[config.mk]
export PLATFORM = sky130hd
export DESIGN_NAME = gmii_tx_arbiter
export DESIGN_NICKNAME = d
export VERILOG_FILES = /design/src/rtl/gmii_tx_arbiter.sv
export SDC_FILE = /design/constraint.sdc
export NUM_CORES = 1
export LEC_CHECK = 0
export BUFFER_PORTS_ARGS = -buffer_cell sky130_fd_sc_hd__buf_2
export CAP_MARGIN = 20
export CORE_ASPECT_RATIO = 1.1
export CORE_UTILIZATION = 45
export CTS_BUF_LIST = sky130_fd_sc_hd__clkbuf_8 sky130_fd_sc_hd__clkbuf_16
export DETAILED_ROUTE_END_ITERATION = 12
export PLACE_DENSITY_LB_ADDON = 0.08
export SLEW_MARGIN = 20
export SYNTH_ARGS = -nofsm -noshare
export SYNTH_HDL_FRONTEND = slang
export SYNTH_SLANG_ARGS = --single-unit
[constraint.sdc]
create_clock -name i_udp_stack_clk -period 5.69 [get_ports i_udp_stack_clk]
set_clock_uncertainty 0.2 [all_clocks]
set_input_delay 1.138 -clock i_udp_stack_clk [delete_from_list [all_inputs] [get_ports i_udp_stack_clk]]
set_output_delay 1.138 -clock i_udp_stack_clk [all_outputs]
set_load 0.02 [all_outputs]
[src/rtl/gmii_tx_arbiter.sv]
// gmii_tx_arbiter: shares the GMII TX byte stream feeding the RGMII TX buffer
// among P_N frame sources (0 = ARP, 1 = ICMP, 2 = UDP). One source is granted
// at a time and its bytes are forwarded with one cycle of latency. An idle gap
// is forced after every frame, oversize frames are cut at P_MAX_LEN, and a
// grant that never starts is revoked after P_START_TO cycles.
// Build option: define GMII_ARB_RR_EN for round-robin arbitration; when it is
// undefined, fixed priority applies with index 0 (ARP) highest.
`timescale 1ns/1ps
module gmii_tx_arbiter #(
  parameter int P_N        = 3,
  parameter int P_GAP      = 4,
  parameter int P_MAX_LEN  = 1526,
  parameter int P_START_TO = 255
) (
  input  logic             i_udp_stack_clk,
  input  logic             i_udp_stack_rst,
  input  logic [P_N-1:0]   i_req,
  output logic [P_N-1:0]   o_grant,
  input  logic [8*P_N-1:0] i_tx_data,
  input  logic [P_N-1:0]   i_tx_valid,
  output logic [7:0]       o_gmii_tx_data,
  output logic             o_gmii_tx_valid,
  output logic             o_busy,
  output logic             o_trunc_pulse,
  output logic             o_timeout_pulse
);

  localparam int W  = (P_N > 1) ? $clog2(P_N) : 1;
  localparam int W1 = W + 1;

  localparam logic [2:0] S_IDLE  = 3'd0;
  localparam logic [2:0] S_WAIT  = 3'd1;
  localparam logic [2:0] S_XFER  = 3'd2;
  localparam logic [2:0] S_DRAIN = 3'd3;
  localparam logic [2:0] S_GAP   = 3'd4;

  localparam logic [10:0] MAX_LEN    = 11'(P_MAX_LEN);
  localparam logic [15:0] START_LAST = 16'(P_START_TO - 1);
  localparam logic [15:0] GAP_LAST   = 16'(P_GAP - 1);

  logic [2:0]     state_reg, state_next;
  logic [W-1:0]   winner_reg, winner_next;
  logic [P_N-1:0] grant_reg, grant_next;
  logic [15:0]    cnt_reg, cnt_next;
  logic [10:0]    len_reg, len_next;
  logic [7:0]     data_reg, data_next;
  logic           valid_reg, valid_next;
  logic           trunc_reg, trunc_next;
  logic           timeout_reg, timeout_next;

  logic [W-1:0]   sel_idx;
  logic [7:0]     src_data [P_N];
  logic [7:0]     win_data;
  logic           win_valid;

  // Unpack the flat per-source byte bus into one lane per requester
  genvar gi;
  generate
    for (gi = 0; gi < P_N; gi++) begin : g_src
      assign src_data[gi] = i_tx_data[8*gi +: 8];
    end
  endgenerate

  assign win_data  = src_data[winner_reg];
  assign win_valid = i_tx_valid[winner_reg];

`ifdef GMII_ARB_RR_EN
  logic [W-1:0] ptr_reg;
  logic [W-1:0] ptr_adv;

  assign ptr_adv = (winner_reg == W'(P_N - 1)) ? '0 : winner_reg + 1'b1;

  // Round-robin pick: first requester at or after the pointer, wrapping
  always_comb begin
    logic [W:0] cand;
    sel_idx = '0;
    cand    = '0;
    for (int k = P_N - 1; k >= 0; k--) begin
      cand = {1'b0, ptr_reg} + W1'(k);
      if (cand >= W1'(P_N)) cand = cand - W1'(P_N);
      if (i_req[cand[W-1:0]]) sel_idx = cand[W-1:0];
    end
  end

  // Pointer moves past the winner once its frame has ended in any way
  always_ff @(posedge i_udp_stack_clk) begin
    if (i_udp_stack_rst) begin
      ptr_reg <= '0;
    end else if (state_reg != S_GAP && state_next == S_GAP) begin
      ptr_reg <= ptr_adv;
    end
  end
`else
  // Fixed priority pick: lowest requesting index wins
  always_comb begin
    sel_idx = '0;
    for (int k = P_N - 1; k >= 0; k--) begin
      if (i_req[k]) sel_idx = W'(k);
    end
  end
`endif

  // Next-state logic; output byte and valid default to idle (zero) each cycle
  always_comb begin
    state_next   = state_reg;
    winner_next  = winner_reg;
    grant_next   = grant_reg;
    cnt_next     = cnt_reg;
    len_next     = len_reg;
    data_next    = 8'd0;
    valid_next   = 1'b0;
    trunc_next   = 1'b0;
    timeout_next = 1'b0;
    case (state_reg)
      S_IDLE: begin
        if (|i_req) begin
          winner_next         = sel_idx;
          grant_next          = '0;
          grant_next[sel_idx] = 1'b1;
          cnt_next            = '0;
          len_next            = '0;
          state_next          = S_WAIT;
        end
      end
      S_WAIT: begin
        // A first byte arriving on the timeout cycle still starts the frame
        if (win_valid) begin
          data_next  = win_data;
          valid_next = 1'b1;
          len_next   = 11'd1;
          state_next = S_XFER;
        end else if (cnt_reg == START_LAST) begin
          timeout_next = 1'b1;
          grant_next   = '0;
          cnt_next     = '0;
          state_next   = S_GAP;
        end else begin
          cnt_next = cnt_reg + 16'd1;
        end
      end
      S_XFER: begin
        // Valid dropping exactly at the length limit is a normal end
        if (!win_valid) begin
          grant_next = '0;
          cnt_next   = '0;
          state_next = S_GAP;
        end else if (len_reg == MAX_LEN) begin
          trunc_next = 1'b1;
          state_next = S_DRAIN;
        end else begin
          data_next  = win_data;
          valid_next = 1'b1;
          len_next   = len_reg + 11'd1;
        end
      end
      S_DRAIN: begin
        if (!win_valid) begin
          grant_next = '0;
          cnt_next   = '0;
          state_next = S_GAP;
        end
      end
      S_GAP: begin
        if (cnt_reg == GAP_LAST) begin
          cnt_next   = '0;
          state_next = S_IDLE;
        end else begin
          cnt_next = cnt_reg + 16'd1;
        end
      end
      default: begin
        grant_next = '0;
        state_next = S_IDLE;
      end
    endcase
  end

  // State, grant and output registers
  always_ff @(posedge i_udp_stack_clk) begin
    if (i_udp_stack_rst) begin
      state_reg   <= S_IDLE;
      winner_reg  <= '0;
      grant_reg   <= '0;
      cnt_reg     <= '0;
      len_reg     <= '0;
      data_reg    <= '0;
      valid_reg   <= 1'b0;
      trunc_reg   <= 1'b0;
      timeout_reg <= 1'b0;
    end else begin
      state_reg   <= state_next;
      winner_reg  <= winner_next;
      grant_reg   <= grant_next;
      cnt_reg     <= cnt_next;
      len_reg     <= len_next;
      data_reg    <= data_next;
      valid_reg   <= valid_next;
      trunc_reg   <= trunc_next;
      timeout_reg <= timeout_next;
    end
  end

  assign o_grant         = grant_reg;
  assign o_gmii_tx_data  = data_reg;
  assign o_gmii_tx_valid = valid_reg;
  assign o_busy          = (state_reg != S_IDLE);
  assign o_trunc_pulse   = trunc_reg;
  assign o_timeout_pulse = timeout_reg;

endmodule
## Word level (Yosys, flattened, before mapping)

Index checks and enable logic that the tools add are counted.

- Bits in registers: 46
- Input port bits: 32
- Logic and storage cells: 96

- Add/subtract/negate cells: 2
- $lt $le $gt $ge: 4
- Eq/ne operators: 18
- Muxes and demuxes: 44
- Bitwise operators: 5
- Reduce and logical (&&, ||, !) cells: 14

Operators by type and width:

| operator | number |
|---|---|
| $mux 16 | 5 |
| $pmux 16 s4 | 1 |
| $mux 11 | 4 |
| $mux 8 | 5 |
| $mux 3 | 11 |
| $pmux 11 s3 | 1 |
| $ne 2x2->1 const B | 9 |
| $add 16x1->16 const B | 1 |
| $bmux 8 s2 | 1 |
| $eq 16x2->1 const B | 1 |
| $eq 16x8->1 const B | 1 |
| $pmux 8 s2 | 1 |
| $pmux 3 s5 | 1 |
| $reduce_and 5->1 | 3 |
| $pmux 3 s4 | 1 |
| $add 11x1->11 const B | 1 |
| $eq 11x11->1 const B | 1 |
| $reduce_or 3->1 | 3 |
| $mux 1 | 7 |
| $eq 3x2->1 const B | 2 |
| $lt 2x3->1 const B | 2 |
| $mux 2 | 3 |
| $ne 3x3->1 const B | 2 |
| $reduce_bool 3->1 | 2 |
| other kinds (15) | 18 |

## Logic depth before layout (Yosys ltp)

- Depth after elaboration: 9
- Mapped depth: 9
- Gate-level depth less buffers: 8

## Worst setup path before layout

OpenSTA, ideal clock, no wires.

- Path type: input -> register
- Start: input i_tx_valid[0]
- End: register cnt_reg[11]
- Arrival: 2.716 ns
- Data required time: 5.373 ns
- Slack: 2.657 ns
- Cell stages on the path: 8
- Buffers on the path: 2
- Path through: mux2_4 > mux2_2 > o31a_1 > buf_2 > nor2b_1 > clkbuf_1 > a21o_1 > a22o_1

- Longest elaborated chain between the ends: 4
- Elaborated cells between the ends (all ways): 5

RTL lines:

| what | RTL line | text |
|---|---|---|
| start: declaration | 20 | `input logic [P_N-1:0] i_tx_valid,` |
| $bmux 1 s2 (*) | 65 | `assign win_valid = i_tx_valid[winner_reg];` |
| $mux 1 (not written as such) (*) | 65 |  |
| $ne 2x2->1 (no line) | n/a |  |
| $reduce_and 4->1 (no line) (*) | n/a |  |
| end signal: assignment | 194 | `cnt_reg <= cnt_next;` |
| end: declaration | 44 | `logic [15:0] cnt_reg, cnt_next;` |

Every way passes the cells marked *; elsewhere a longest branch is shown, timed or not. The select of a mux whose other input is x is not followed.
A chain may end at the register's enable or synchronous reset.

## Final worst setup path

- Start: register state_reg[2]
- End: output o_busy

- Longest elaborated chain between the ends: 1

RTL lines:

| what | RTL line | text |
|---|---|---|
| start: declaration | 41 | `logic [2:0] state_reg, state_next;` |
| start signal: assignment | 191 | `state_reg <= state_next;` |
| $reduce_bool 3->1 | 206 | `assign o_busy = (state_reg != S_IDLE);` |
| end: declaration | 23 | `output logic o_busy,` |

No other way between the ends.

==> reports/results.tsv <==
metric	value	unit
status	complete, but fails checks	
failing checks	DRC	
Vias/cell	5.55	
routed vias	2185	
xor/xnor share of the synthesized area	0.369	%
Req. time, crit path	4.35	ns
Final Max Tran Viols	0	
detailed placement HPWL	3760	um
Post-synth EDFFs	0	
crit start category	register	
FILL cells	502	
FFs w/ async S/R, synth	0	%
largest family of logic cells by synthesized area	simple AND/OR/NAND/NOR gates	
dpl cells	386	
worst r2r path cells	5	
CP peak stage delay	0.64	ns
DR pass1 iterations	8	
Routed WL	5250	um
Die Y	78.1	um
Post-CTS Setup Inserts	0	
Fmax	319	MHz
register bit total from synthesis	46	
compound-cell area share of the yosys netlist	20.4	%
RSZ-0062 raised after global routing	false	
crit-path max FO	15	
I/O pin total	47	
Critical R2R Launch	winner_reg[0]	
min-delay worst type	reg2reg	
multiplexer share of the synthesized area	6.28	%
Final Cycle Share	55.1	%
CTS Buf Count	5	
Core Footprint	5030	um2
post-synthesis sequential area ratio	38.8	%
FP Rows	27	
Initial DRC Count	97	
cts hold-fix bufs	0	
Cell Pwr Density	349	nW/um2
r2r setup slk	2.70	ns
CTS sink count	46	
FF-to-FF End	cnt_reg[2]	
Buffers on Ports	46	
slack of the critical path	2.56	ns
slew of the pin with the lowest slew margin	0.928	ns
Worst path slowest cell	nor3_1	
buffer depth of the longest clock path	2	
pre-CTS setup slack	2.24	ns
largest net degree at the start of global routing	24	
critical path cell sequence	nor3_1 -> inv_1 -> buf_2	
Yosys cell types	44	
Area Overhead vs Synth	15.1	%
final hold vios	0	
# diodes	0	
Synth Flop Type	dfxtp_1	
initial antenna violation count	0	
CP Data Arrival Time	1.80	ns
Mapped Area	2370	um2
adder-cell share of the synthesized area	2.11	%
Post-route DRC	5	
max reg flops	16	
setup TNS	0	ns
Initial Utilization	47.1	%
full die area	5560	um2
syn_area_per_cell	8.04	um2
Worst Setup SP	state_reg[2]	
CTS resizes	0	
CP Class	reg2out	
Finished Layout Cells	394	
CTS tree	built	
Final ANT Viol Nets	0	
H-Tree Depth	2	
first-pass GRT wire length	8840	um
ratio of cells with drive above 1 in the final layout	18.8	%
Hold WS	0.262	ns
Peak VDD IR	0.142	mV
static leakage	0.00115	uW
global route overflow	0	
worst-skew pair later-pin latency	0.30	ns
max_cap viols	0	
Simple-Gate Fraction of Synth Area	28.7	%
Rel. slew slack	37.9	%
Clock transition at path regs	0.09	ns
Wirelength per Cell	13.3	um
Root Buffer	clkbuf_8	
Total GRT Usage	19.8	%
Worst setup endpoint	o_busy	
fin crit period	3.13	ns
CP endpoint kind	output pin	
yosys warns	0	
Final Setup Violations	0	
Die X	71.2	um
vias in the first global route	1951	
GPL Wtd Cong	0.856	
Gate Count Post-Synth	295	
Final nets	371	
syn_nets	331	
critical path: cells and delay by family (launching register included):
kind / cells / cell delay [ns]
simple gates: 1 / 0.64
flops: 1 / 0.45
buf+inv: 2 / 0.40
synth_stat cells, drive strengths merged (2+ instances only):
| cell | number | area (um2) |
|---|---|---|
| a32oi | 2 | 17.5 |
| mux2i | 11 | 123 |
| o211ai | 2 | 15.0 |
| a21o | 9 | 67.6 |
| a21oi | 24 | 120 |
| nor3 | 14 | 70.1 |
| nor2 | 46 | 173 |
| nor2b | 8 | 50.1 |
| and2 | 3 | 18.8 |
| ha | 4 | 50.1 |
| o21ai | 17 | 85.1 |
| a22o | 12 | 105 |
| nand3 | 9 | 45.0 |
| nor4 | 2 | 12.5 |
| nand2 | 21 | 78.8 |
| or2 | 4 | 25.0 |
| nand2b | 2 | 12.5 |
| mux2 | 2 | 26.3 |
| or3 | 10 | 62.6 |
| buf | 5 | 22.5 |
| and4 | 2 | 17.5 |
| inv | 7 | 26.3 |
| dfxtp | 46 | 921 |
| nand4 | 4 | 25.0 |
| clkbuf | 8 | 30.0 |
| and3 | 5 | 31.3 |
| or4 | 3 | 22.5 |
routing by layer:
layer | GRT usage [%] | vias to the layer above | wire [um]
met5 | 0 | - | 0
met1 | 24.7 | 998 | 2510
met3 | 4.62 | 4 | 200
met2 | 33.3 | 39 | 2480
met4 | 6.60 | 0 | 68
li1 | - | 1144 | -
worst min path at each step:
stage / startpoint / endpoint / slack (ns) / cells past startpoint
6_report: o_grant[1] / o_grant[1] / 0.26 / 2
5_1_grt: o_grant[0] / o_grant[0] / 0.28 / 2
4_1_cts: o_grant[1] / o_grant[1] / 0.26 / 2
3_5_place_dp: o_grant[1] / o_grant[1] / 0.25 / 2
3_3_place_gp: o_grant[0] / o_grant[0] / 0.24 / 2
2_1_floorplan: len_reg[10] / len_reg[10] / 0.25 / 2
metrics by stage:
stage / area, um2 / utilization, % / total power (uW)
finish: 2730 / 54.2 / 952
global route: 2730 / 54.2 / 1020
global placement: 2620 / 52.1 / 716
detailed placement: 2620 / 52.1 / 718
floorplan: 2370 / - / 642
CTS: 2730 / 54.2 / 960
area by class of cell:
| class | count | area (um2) | share of cell area [%] |
|---|---|---|---|
| clock buffer | 5 | 68.8 | 2.52 |
| clock inverter | 3 | 40.0 | 1.47 |
| inverter | 7 | 26.3 | 0.962 |
| multi-input combinational | 229 | 1370 | 50.2 |
| sequential | 46 | 921 | 33.7 |
| tap | 58 | 72.6 | 2.66 |
| timing repair buffer | 46 | 230 | 8.43 |
kinds of logic (layout without fill, tap and decap cells):
group,after synthesis,in the layout
buffers and inverters,20,61
AOI/OAI and AO/OA,74,74
and+or+nand+nor,137,137
muxes,13,13
adders and majority gates,4,4
xor gates and xnor gates,1,1
DFF,46,46
where the power goes:
part	leakage (uW)	switching, uW	internal, uW	total [uW]
Sequential	0.000372	34.8	348	383
Combinational	0.000720	205	122	327
Clock	0.0000579	112	129	241
Total	0.00115	352	600	952
cells in the final DEF (no fill, tap or decap), drive strengths merged, types with 4 or more instances in the layout:
master / netlist / final
nand2: 21 / 21
nand3: 9 / 9
or2: 4 / 4
buf: 5 / 46
nand4: 4 / 4
and3: 5 / 5
o21ai: 17 / 17
a22o: 12 / 12
nor2b: 8 / 8
a21o: 9 / 9
or3: 10 / 10
clkbuf: 8 / 5
nor2: 46 / 46
mux2i: 11 / 11
dfxtp: 46 / 46
ha: 4 / 4
inv: 7 / 7
a21oi: 24 / 24
nor3: 14 / 14
No activity file was read; power rests on OpenSTA's default activity.
